### src/rtl/operator_unit_pkg.sv
// Shared types and helpers for the handshaked integer operator unit.
package operator_unit_pkg;

    typedef enum logic [4:0] {
        OP_ADD   = 5'd0,
        OP_SUB   = 5'd1,
        OP_MUL   = 5'd2,
        OP_DIV   = 5'd3,
        OP_MOD   = 5'd4,
        OP_POW   = 5'd5,
        OP_SHL   = 5'd6,
        OP_SHR   = 5'd7,
        OP_ASHR  = 5'd8,
        OP_AND   = 5'd9,
        OP_OR    = 5'd10,
        OP_XOR   = 5'd11,
        OP_XNOR  = 5'd12,
        OP_LT    = 5'd13,
        OP_LE    = 5'd14,
        OP_EQ    = 5'd15,
        OP_NE    = 5'd16,
        OP_RAND  = 5'd17,
        OP_RNAND = 5'd18,
        OP_ROR   = 5'd19,
        OP_RNOR  = 5'd20,
        OP_RXOR  = 5'd21,
        OP_RXNOR = 5'd22
    } op_t;

    typedef enum logic [1:0] {
        IDLE = 2'd0,
        BUSY = 2'd1,
        DONE = 2'd2
    } state_t;

    function automatic logic is_multicycle(op_t op);
        return op inside {OP_DIV, OP_MOD, OP_POW};
    endfunction

    // Iterations spent in BUSY for a given operand width.
    function automatic int unsigned iter_lat(int unsigned width);
        return width;
    endfunction

endpackage

### src/rtl/operator_unit_if.sv
// Request/response handshake bundle for operator_unit.
interface operator_unit_if #(parameter int unsigned WIDTH = 32);
    logic             in_valid;
    logic             in_ready;
    logic [4:0]       op;
    logic             signed_op;
    logic [WIDTH-1:0] a;
    logic [WIDTH-1:0] b;
    logic             out_valid;
    logic             out_ready;
    logic [WIDTH-1:0] result;
    logic             out_x;

    modport master (
        output in_valid, op, signed_op, a, b, out_ready,
        input  in_ready, out_valid, result, out_x
    );

    modport slave (
        input  in_valid, op, signed_op, a, b, out_ready,
        output in_ready, out_valid, result, out_x
    );
endinterface

### src/rtl/operator_unit_seq_divider.sv
// Iterative restoring divider on unsigned magnitudes; one quotient bit per cycle.
module seq_divider #(parameter int unsigned WIDTH = 32) (
    input  logic             clk,
    input  logic             rst,
    input  logic             start,
    input  logic [WIDTH-1:0] dividend,
    input  logic [WIDTH-1:0] divisor,
    output logic             done,
    output logic [WIDTH-1:0] quotient,
    output logic [WIDTH-1:0] remainder
);
    localparam int unsigned CW = $clog2(WIDTH);

    logic [CW-1:0]    left;
    logic [WIDTH-1:0] dsr_q;
    logic [WIDTH-1:0] rem_in, q_in, dsr, rem_nx, q_nx;
    logic [WIDTH:0]   trial;

    // The start cycle already performs the first step, so WIDTH steps end one edge early.
    always_comb begin
        rem_in = start ? '0 : remainder;
        q_in   = start ? dividend : quotient;
        dsr    = start ? divisor : dsr_q;
        trial  = {rem_in, q_in[WIDTH-1]} - {1'b0, dsr};
        if (!trial[WIDTH]) begin
            rem_nx = trial[WIDTH-1:0];
            q_nx   = {q_in[WIDTH-2:0], 1'b1};
        end else begin
            rem_nx = {rem_in[WIDTH-2:0], q_in[WIDTH-1]};
            q_nx   = {q_in[WIDTH-2:0], 1'b0};
        end
    end

    always_ff @(posedge clk or posedge rst) begin
        if (rst) begin
            left      <= '0;
            dsr_q     <= '0;
            done      <= 1'b0;
            quotient  <= '0;
            remainder <= '0;
        end else if (start) begin
            left      <= CW'(WIDTH - 1);
            dsr_q     <= divisor;
            done      <= 1'b0;
            quotient  <= q_nx;
            remainder <= rem_nx;
        end else if (left != '0) begin
            left      <= left - CW'(1);
            done      <= (left == CW'(1));
            quotient  <= q_nx;
            remainder <= rem_nx;
        end
    end
endmodule

### src/rtl/operator_unit.sv
// Handshaked operator unit: single-cycle ops registered on accept, DIV/MOD/POW iterate in BUSY.
module operator_unit #(parameter int unsigned WIDTH = 32) (
    input logic            clk,
    input logic            rst,
    operator_unit_if.slave bus
);
    import operator_unit_pkg::*;

    localparam int unsigned      ITER_LAT = iter_lat(WIDTH);
    localparam int unsigned      CW       = $clog2(WIDTH);
    localparam logic [WIDTH-1:0] W_LIM    = WIDTH'(WIDTH);

    state_t           state, state_nx;
    op_t              op_in, op_q;
    logic             sgn_q;
    logic [WIDTH-1:0] a_q, b_q, acc, res_q;
    logic             x_q;
    logic [CW-1:0]    cnt;

    logic [WIDTH-1:0] sc_res, mc_res, acc_sq, pow_step, div_q, div_r;
    logic             sc_x, mc_x, big_sh, div_done, div_start, q_neg, r_neg;

    assign op_in         = op_t'(bus.op);
    assign bus.in_ready  = (state == IDLE);
    assign bus.out_valid = (state == DONE);
    assign bus.result    = res_q;
    assign bus.out_x     = x_q;

    always_ff @(posedge clk or posedge rst) begin
        if (rst) state <= IDLE;
        else     state <= state_nx;
    end

    always_comb begin
        state_nx = state;
        case (state)
            IDLE:    if (bus.in_valid) state_nx = is_multicycle(op_in) ? BUSY : DONE;
            BUSY:    if (cnt == '0) state_nx = DONE;
            DONE:    if (bus.out_ready) state_nx = IDLE;
            default: state_nx = IDLE;
        endcase
    end

    assign big_sh = (bus.b >= W_LIM);

    always_comb begin
        sc_res = '0;
        sc_x   = 1'b0;
        case (op_in)
            OP_ADD:   sc_res = bus.a + bus.b;
            OP_SUB:   sc_res = bus.a - bus.b;
            OP_MUL:   sc_res = bus.a * bus.b;
            OP_SHL:   sc_res = big_sh ? '0 : (bus.a << bus.b);
            OP_SHR:   sc_res = big_sh ? '0 : (bus.a >> bus.b);
            OP_ASHR:
                if (!bus.signed_op) sc_res = big_sh ? '0 : (bus.a >> bus.b);
                else if (big_sh)    sc_res = {WIDTH{bus.a[WIDTH-1]}};
                else                sc_res = $signed(bus.a) >>> bus.b;
            OP_AND:   sc_res = bus.a & bus.b;
            OP_OR:    sc_res = bus.a | bus.b;
            OP_XOR:   sc_res = bus.a ^ bus.b;
            OP_XNOR:  sc_res = ~(bus.a ^ bus.b);
            OP_LT:    sc_res[0] = bus.signed_op ? ($signed(bus.a) < $signed(bus.b)) : (bus.a < bus.b);
            OP_LE:    sc_res[0] = bus.signed_op ? ($signed(bus.a) <= $signed(bus.b)) : (bus.a <= bus.b);
            OP_EQ:    sc_res[0] = (bus.a == bus.b);
            OP_NE:    sc_res[0] = (bus.a != bus.b);
            OP_RAND:  sc_res[0] = &bus.a;
            OP_RNAND: sc_res[0] = ~&bus.a;
            OP_ROR:   sc_res[0] = |bus.a;
            OP_RNOR:  sc_res[0] = ~|bus.a;
            OP_RXOR:  sc_res[0] = ^bus.a;
            OP_RXNOR: sc_res[0] = ~^bus.a;
            default:  sc_x = 1'b1;
        endcase
    end

    assign div_start = (state == IDLE) && bus.in_valid && (op_in inside {OP_DIV, OP_MOD});

    seq_divider #(.WIDTH(WIDTH)) u_div (
        .clk       (clk),
        .rst       (rst),
        .start     (div_start),
        .dividend  ((bus.signed_op && bus.a[WIDTH-1]) ? -bus.a : bus.a),
        .divisor   ((bus.signed_op && bus.b[WIDTH-1]) ? -bus.b : bus.b),
        .done      (div_done),
        .quotient  (div_q),
        .remainder (div_r)
    );

    // Exponent bits are consumed MSB-first, indexed directly by the countdown.
    assign acc_sq   = acc * acc;
    assign pow_step = b_q[cnt] ? acc_sq * a_q : acc_sq;
    assign q_neg    = sgn_q & (a_q[WIDTH-1] ^ b_q[WIDTH-1]);
    assign r_neg    = sgn_q & a_q[WIDTH-1];

    always_comb begin
        mc_res = '0;
        mc_x   = 1'b0;
        case (op_q)
            OP_DIV:
                if (b_q == '0 || !div_done) mc_x = 1'b1;
                else mc_res = q_neg ? -div_q : div_q;
            OP_MOD:
                if (b_q == '0 || !div_done) mc_x = 1'b1;
                else mc_res = r_neg ? -div_r : div_r;
            OP_POW:
                if (!(sgn_q && b_q[WIDTH-1])) mc_res = pow_step;
                else if (a_q == '0)           mc_x = 1'b1;
                else if (a_q == WIDTH'(1))    mc_res = WIDTH'(1);
                else if (a_q == '1)           mc_res = b_q[0] ? '1 : WIDTH'(1);
            default: mc_x = 1'b1;
        endcase
    end

    always_ff @(posedge clk or posedge rst) begin
        if (rst) begin
            op_q  <= OP_ADD;
            sgn_q <= 1'b0;
            a_q   <= '0;
            b_q   <= '0;
            acc   <= '0;
            cnt   <= '0;
            res_q <= '0;
            x_q   <= 1'b0;
        end else begin
            case (state)
                IDLE:
                    if (bus.in_valid) begin
                        op_q  <= op_in;
                        sgn_q <= bus.signed_op;
                        a_q   <= bus.a;
                        b_q   <= bus.b;
                        acc   <= WIDTH'(1);
                        cnt   <= CW'(ITER_LAT - 1);
                        if (!is_multicycle(op_in)) begin
                            res_q <= sc_res;
                            x_q   <= sc_x;
                        end
                    end
                BUSY: begin
                    cnt <= cnt - CW'(1);
                    acc <= pow_step;
                    if (cnt == '0) begin
                        res_q <= mc_res;
                        x_q   <= mc_x;
                    end
                end
                default: ;
            endcase
        end
    end
endmodule

### src/flat_wrapper.sv
// flat-port wrapper written by rule: the top's interface ports become plain ports
module operator_unit_flat import operator_unit_pkg::*;
#(parameter int unsigned WIDTH = 32)
  (clk, rst, bus_in_valid, bus_op, bus_signed_op, bus_a, bus_b, bus_out_ready, bus_in_ready, bus_out_valid, bus_result, bus_out_x);
  operator_unit_if #(.WIDTH(WIDTH)) bus_i ();
  input logic clk;
  input logic rst;
  input wire logic [$bits(bus_i.in_valid)-1:0] bus_in_valid;
  input wire logic [$bits(bus_i.op)-1:0] bus_op;
  input wire logic [$bits(bus_i.signed_op)-1:0] bus_signed_op;
  input wire logic [$bits(bus_i.a)-1:0] bus_a;
  input wire logic [$bits(bus_i.b)-1:0] bus_b;
  input wire logic [$bits(bus_i.out_ready)-1:0] bus_out_ready;
  output wire logic [$bits(bus_i.in_ready)-1:0] bus_in_ready;
  output wire logic [$bits(bus_i.out_valid)-1:0] bus_out_valid;
  output wire logic [$bits(bus_i.result)-1:0] bus_result;
  output wire logic [$bits(bus_i.out_x)-1:0] bus_out_x;
  assign bus_i.in_valid = bus_in_valid;
  assign bus_i.op = bus_op;
  assign bus_i.signed_op = bus_signed_op;
  assign bus_i.a = bus_a;
  assign bus_i.b = bus_b;
  assign bus_i.out_ready = bus_out_ready;
  assign bus_in_ready = bus_i.in_ready;
  assign bus_out_valid = bus_i.out_valid;
  assign bus_result = bus_i.result;
  assign bus_out_x = bus_i.out_x;
  operator_unit #(.WIDTH(WIDTH)) u_core (.clk(clk), .rst(rst), .bus(bus_i));
endmodule
### config.mk
export PLATFORM = sky130hd
export DESIGN_NAME = operator_unit_flat
export DESIGN_NICKNAME = d
export VERILOG_FILES = /design/src/rtl/operator_unit_pkg.sv /design/src/rtl/operator_unit_if.sv /design/src/rtl/operator_unit_seq_divider.sv /design/src/rtl/operator_unit.sv /design/src/flat_wrapper.sv
export SDC_FILE = /design/constraint.sdc
export NUM_CORES = 2
export LEC_CHECK = 0
export ABC_AREA = 1
export CORE_ASPECT_RATIO = 1.75
export CORE_MARGIN = 1.5
export CORE_UTILIZATION = 45
export CTS_BUF_LIST = sky130_fd_sc_hd__clkbuf_16
export CTS_CLUSTER_DIAMETER = 40
export DETAILED_ROUTE_END_ITERATION = 16
export DONT_BUFFER_PORTS = 1
export PLACE_DENSITY_LB_ADDON = 0.15
export SLEW_MARGIN = 0
export SYNTH_ARGS = -nofsm -noshare
export SYNTH_HDL_FRONTEND = slang
export SYNTH_SLANG_ARGS = --single-unit
### constraint.sdc
create_clock -name clk -period 23.3 [get_ports clk]
set_input_delay 4.66 -clock clk [delete_from_list [all_inputs] [get_ports clk]]
set_output_delay 4.66 -clock clk [all_outputs]
set_load 0.005 [all_outputs]
## Yosys cells after proc, flatten, opt, wreduce, memory -nomap -nowiden

Cells that the tools add are included.

| word-level totals | value |
|---|---|
| register bits | 244 |

| cells by class | value |
|---|---|
| add/subtract/negate cells | 9 |
| multipliers | 3 |
| $lt $le $gt $ge | 6 |
| eq/ne operators | 36 |
| shift-type cells | 3 |
| mux-type cells | 58 |
| bitwise logic cells | 7 |
| reduce and logical (&&, ||, !) cells | 29 |

Operator list:

| kind | number |
|---|---|
| $mux W32 | 28 |
| $pmux W31 S10 | 1 |
| $neg A32 Y32 | 4 |
| $pmux W32 S2 | 2 |
| $mul A32 B32 Y32 | 3 |
| $pmux W32 S3 | 1 |
| $le A32 B32 Y1 | 2 |
| $logic_not A32 Y1 | 2 |
| $lt A32 B32 Y1 | 2 |
| $eq A5 B4 Y1 const B | 8 |
| $eq A5 B5 Y1 const B | 7 |
| $sub A33 B32 Y33 | 1 |
| $add A32 B32 Y32 | 1 |
| $and A32 B32 Y32 | 1 |
| $eq A32 B1 Y1 const B | 1 |
| $eq A32 B32 Y1 | 1 |
| $eq A32 B32 Y1 const B | 1 |
| $ge A32 B6 Y1 const B | 1 |
| $ne A32 B32 Y1 | 1 |
| $not A32 Y32 | 1 |
| $or A32 B32 Y32 | 1 |
| $reduce_and A32 Y1 | 1 |
| $reduce_or A32 Y1 | 1 |
| $reduce_xnor A32 Y1 | 1 |
| other kinds (38) | 78 |

## Logic depth before layout (Yosys ltp)

| depth | value |
|---|---|
| word-level depth | 8 |
| gate-level depth with buffers | 74 |

## Modules after synthesis

A second synthesis with hierarchy kept.

| second synthesis, totals | value |
|---|---|
| cells, all modules | 10358 |
| area total of the unflattened synthesis | 73285.3 µm² |

By module, submodules not included:

| module | instances | cells each | area an instance (µm²) | seq. area each (µm²) |
|---|---|---|---|---|
| operator_unit | 1 | 9166 | 65665.5 | 3553.4 |
| seq_divider | 1 | 1192 | 7619.8 | 2552.4 |

## Worst setup path after synthesis

OpenSTA, ideal clock, no wires.

| path | value |
|---|---|
| path kind | register -> register |
| start point | reg u_core.acc[14] |
| end point | reg u_core.res_q[30] (netlist: u_core.bus.result[30]) |
| arrival time | 12.493 ns |
| path slack | 10.684 ns |
| stages on the path, launching flop included | 51 |
| buffers on the path | 3 |
| cells stage by stage | dfrtp_1 > clkbuf_1 > buf_1 > nand2_1 > fa_1 > inv_1 > fa_1 > fa_1 > inv_1 > fa_1 > inv_1 > fa_1 > inv_1 > fa_1 > inv_1 > fa_1 > fa_1 > ha_1 > (+15 left out) > fa_1 > inv_1 > fa_1 > fa_1 > ha_1 > nand2_1 > inv_1 > a221oi_1 > nand2_1 > a31oi_1 > o21ai_0 > xor2_1 > nand2_1 > o21ai_0 > o21ai_0 > o211ai_1 > a21oi_1 > a21oi_1 |

| on the way | value |
|---|---|
| longest elaborated chain between the ends | 7 |

Ends and longest elaborated chain:

| item | RTL line | RTL |
|---|---|---|
| start, declared | operator_unit.sv:16 | `logic [WIDTH-1:0] a_q, b_q, acc, res_q;` |
| start signal, assigned | operator_unit.sv:142 | `acc <= pow_step;` |
| $mul A32 B32 Y32 * | operator_unit.sv:91 | `assign acc_sq = acc * acc;` |
| $mul A32 B32 Y32 | operator_unit.sv:92 | `assign pow_step = b_q[cnt] ? acc_sq * a_q : acc_sq;` |
| $mux W32 * | operator_unit.sv:92 |  |
| $mux W32 * | operator_unit.sv:107 | `if (!(sgn_q && b_q[WIDTH-1])) mc_res = pow_step;` |
| $pmux W32 S3 * | operator_unit.sv:99 | `case (op_q)` |
| $mux W32 * | operator_unit.sv:143 | `if (cnt == '0) begin` |
| $pmux W32 S2 * | operator_unit.sv:126 | `case (state)` |
| end signal, assigned | operator_unit.sv:136 | `res_q <= sc_res;` |
| end signal, assigned | operator_unit.sv:144 | `res_q <= mc_res;` |
| end, declared | operator_unit.sv:16 |  |

Mark *: on every way between the ends. The rest lies on a longest branch, timed or not. The select of a mux whose other input is x is not followed.
A chain may end at the register's enable or synchronous reset.

## Worst setup path in the final report

| path | value |
|---|---|
| start point | reg u_core.acc[7] |
| end point | reg u_core.res_q[23] (netlist: u_core.bus.result[23]) |

The elaborated chain is that of the path after synthesis.

==> summary.md <==
| Metric | Value |
|---|---|
| Post-CTS sizing | 0 |
| Routed length per instance | 30.4 µm |
| Postcts setup bufs | 0 |
| Vias in the first global route | 71700 |
| Number of buffers created by CTS | 26 |
| Worst-Margin Slew | 1.50 ns |
| RSZ-0062 raised after global routing | no |
| Worst setup EP type | register |
| RR Endpoint | u_core.bus.result[23] |
| Most frequent cell after synthesis | inv_1 |
| Mapped Nets | 11600 |
| Unique masters post-synth | 80 |
| Worst r2r path cells | 49 |
| WS Path Type | reg2reg |
| Seq/Total Area, Yosys | 0.0857 |
| Syn Area/Cell | 7.25 µm² |
| Req. time, crit path | 23.77 ns |
| Clk root buf | clkbuf_16 |
| CTS tree | done |
| Core area | 158000 µm² |
| Synth top area share | 0.323 |
| Die height | 529 µm |
| Post-DP HPWL | 281000 µm |
| Skew final | 0.0364 ns |
| Asr flop ratio synth | 1.00 |
| Largest net degree at the start of global routing | 144 |
| Worst hold path class | reg2reg |
| Rows | 193 |
| Worst hold stages | 2 |
| Worst path slowest cell | dfrtp_1 |
| # DRC | 0 |
| FF-to-FF setup slack | 8.56 ns |
| Via/cell ratio | 5.83 |
| Fin. Hold Viols | 0 |
| Number of flops mapped to enable cells by yosys | 0 |
| Post-Syn Instances | 9823 |
| Most frequent cells after synthesis | inv_1, nand2_1, fa_1 |
| Period utilization | 0.633 |
| Yosys warning count | 0 |
| Worst r2r src | u_core.acc[7] |
| TNS Setup | 0 ns |
| I/O pin cnt | 109 |
| CTS Sinks | 244 |
| Post-synth top area cell | fa_1 |
| Setup crit start kind | register |
| First-pass GRT wire length | 498000 µm |
| Multi-input gate area in the final layout | 54800 µm² |
| Htree depth | 1 |
| FF/Latch Area | 6110 µm² |
| Max stage delay on crit path | 1.05 ns |
| Layout net count | 11300 |
| DRT antenna net count | 0 |
| Achievable Freq | 67.8 MHz |
| GRT Total Usage | 0.438 |
| Clock-pin slew on the worst setup and hold paths | 0.07 ns |
| Final worst path period need | 14.74 ns |
| Initial Util | 0.452 |
| Layout overhead on the synthesized area | 4.06% |
| Synth area leaders | fa_1, inv_1, nand2_1, ha_1, dfrtp_1 |
| Crit-path max FO | 26 |
| Final Max Tran Viols | 3 |
| Failing checks | max-capacitance violations, max-slew violations |
| Die Area | 161000 µm² |
| Worst Hold End | u_core.a_q[12] |
| Final wirelength | 353000 µm |
| Status | finished with violations |
| Antenna violations before repair | 21 |
| Routed vias | 67700 |
| Top FF cell, synth | dfrtp_1 |
| GRT overflow | 0 |
| Port Buf Inserts | 0 |
| Die X | 304 µm |
| Buffers from clock root to sink, at most | 3 |
| Min-delay src | u_core.a_q[12] |
| Clk Latency, worst-skew pair | 0.64 ns |
| Hold bufs inserted after CTS | 0 |
| GPL Wtd Cong | 1.05 |
| Fraction of layout cells with a size suffix above 1 | 0.0342 |
| Initial drt markers | 5627 |
| Fillers | 16200 |
| Crit-path most repeated cell | fa_1 |
| Max-cap violations | 1 |
| Worst Path Arrival | 15.21 ns |
| Seq cells post-synth | 244 |
| Pre-antenna DRT Iters | 6 |
| CP startpoint | u_core.acc[7] |
| Rel. slew slack | -0.0106 |
| Synthesized area | 71200 µm² |
| Setup-failing EPs final | 0 |
area by class of cell:
| class | instances | area share |
|---|---|---|
| timing repair buffer | 149 | 0.0153 |
| inverter | 2289 | 0.116 |
| clock buffer | 26 | 0.00878 |
| multi-input combinational | 6833 | 0.739 |
| tap | 2047 | 0.0346 |
| clock inverter | 21 | 0.00346 |
| sequential | 244 | 0.0824 |
| antenna | 13 | 0.000439 |
sequential cells by signal, indices dropped and copies added, names as in the netlist, 2 cells and up:
signal	count
u_core.a_q	32
u_core.acc	32
u_core.u_div.dsr_q	32
u_core.u_div.left	5
u_core.bus.result	32
u_core.cnt	5
u_core.op_q	5
u_core.b_q	32
u_core.u_div.quotient	32
u_core.state	2
u_core.u_div.remainder	32
worst max-delay path, delay by kind of cell (launching register included):
family | cells | cell delay (ns)
fa+ha+maj | 18 | 7.71
compound gates | 10 | 2.61
flops | 1 | 1.05
buf+inv | 11 | 1.22
simple gates | 7 | 0.91
xor+xnor | 3 | 1.00
through the flow:
step / setup slack, ns / hold WS [ns] / cell area, µm² / util / cells
floorplan: 10.68 / 0.449 / 71200 / - / 9823
global placement: 8.86 / 0.469 / 73200 / 0.464 / 11600
detailed placement: 8.73 / 0.478 / 73200 / 0.464 / 11600
CTS: 8.65 / 0.497 / 74100 / 0.470 / 11600
global route: 7.90 / 0.520 / 74100 / 0.470 / 11600
finish: 8.56 / 0.491 / 74100 / 0.470 / 11600
per-layer routing:
layer / GRT usage / part of all wire / vias to the layer above
met2: 0.763 / 0.49 / 3428
met3: 0.0886 / 0.072 / 1510
met4: 0.502 / 0.14 / 12
met1: 0.404 / 0.30 / 33400
li1: - / - / 29400
met5: 0 / 0.00024 / -
logic make-up (layout without fill, tap and decap cells):
logic type | after synthesis | in the layout | synth area share
AND/OR/NAND/NOR | 3440 | 3440 | 0.197
buffers and inverters | 2746 | 2485 | 0.146
adder cells (fa/ha/maj) | 1713 | 1713 | 0.422
AO/OA/AOI/OAI | 1428 | 1428 | 0.117
XOR/XNOR | 247 | 247 | 0.0312
flip-flops | 244 | 244 | 0.0857
multiplexers | 5 | 5 | 0.000703
other | 0 | 13 | 0
cells in the final DEF, fill, tap and decap left out, types with 28 or more instances in the layout:
master and count:
o21ai_1 58, o221ai_1 31, o22ai_1 35, inv_1 2243, fa_1 1149, xnor2_1 89
o21bai_1 28, or2_2 36, a21oi_1 401, dfrtp_1 243, nand4_1 57, nor4_1 34
o211ai_1 88, buf_4 148, a31oi_1 29, nand2_1 2235, nand3_1 323, xor2_1 151
nor2_1 596, ha_1 564, nor3_1 74, o21ai_0 549
worst max-delay path by stage:
stage               depth (start not counted)  slack [ns]               endpoint
floorplan                                  50       10.68  u_core.bus.result[30]
global placement                           49        8.86  u_core.bus.result[23]
detailed placement                         50        8.73  u_core.bus.result[25]
CTS                                        50        8.65  u_core.bus.result[25]
global route                               47        7.90  u_core.bus.result[30]
finish                                     49        8.56  u_core.bus.result[23]
Power is left out: the tool's default activity adds up to more than one toggle a clock period on the data nets, which glitch-free logic cannot reach.
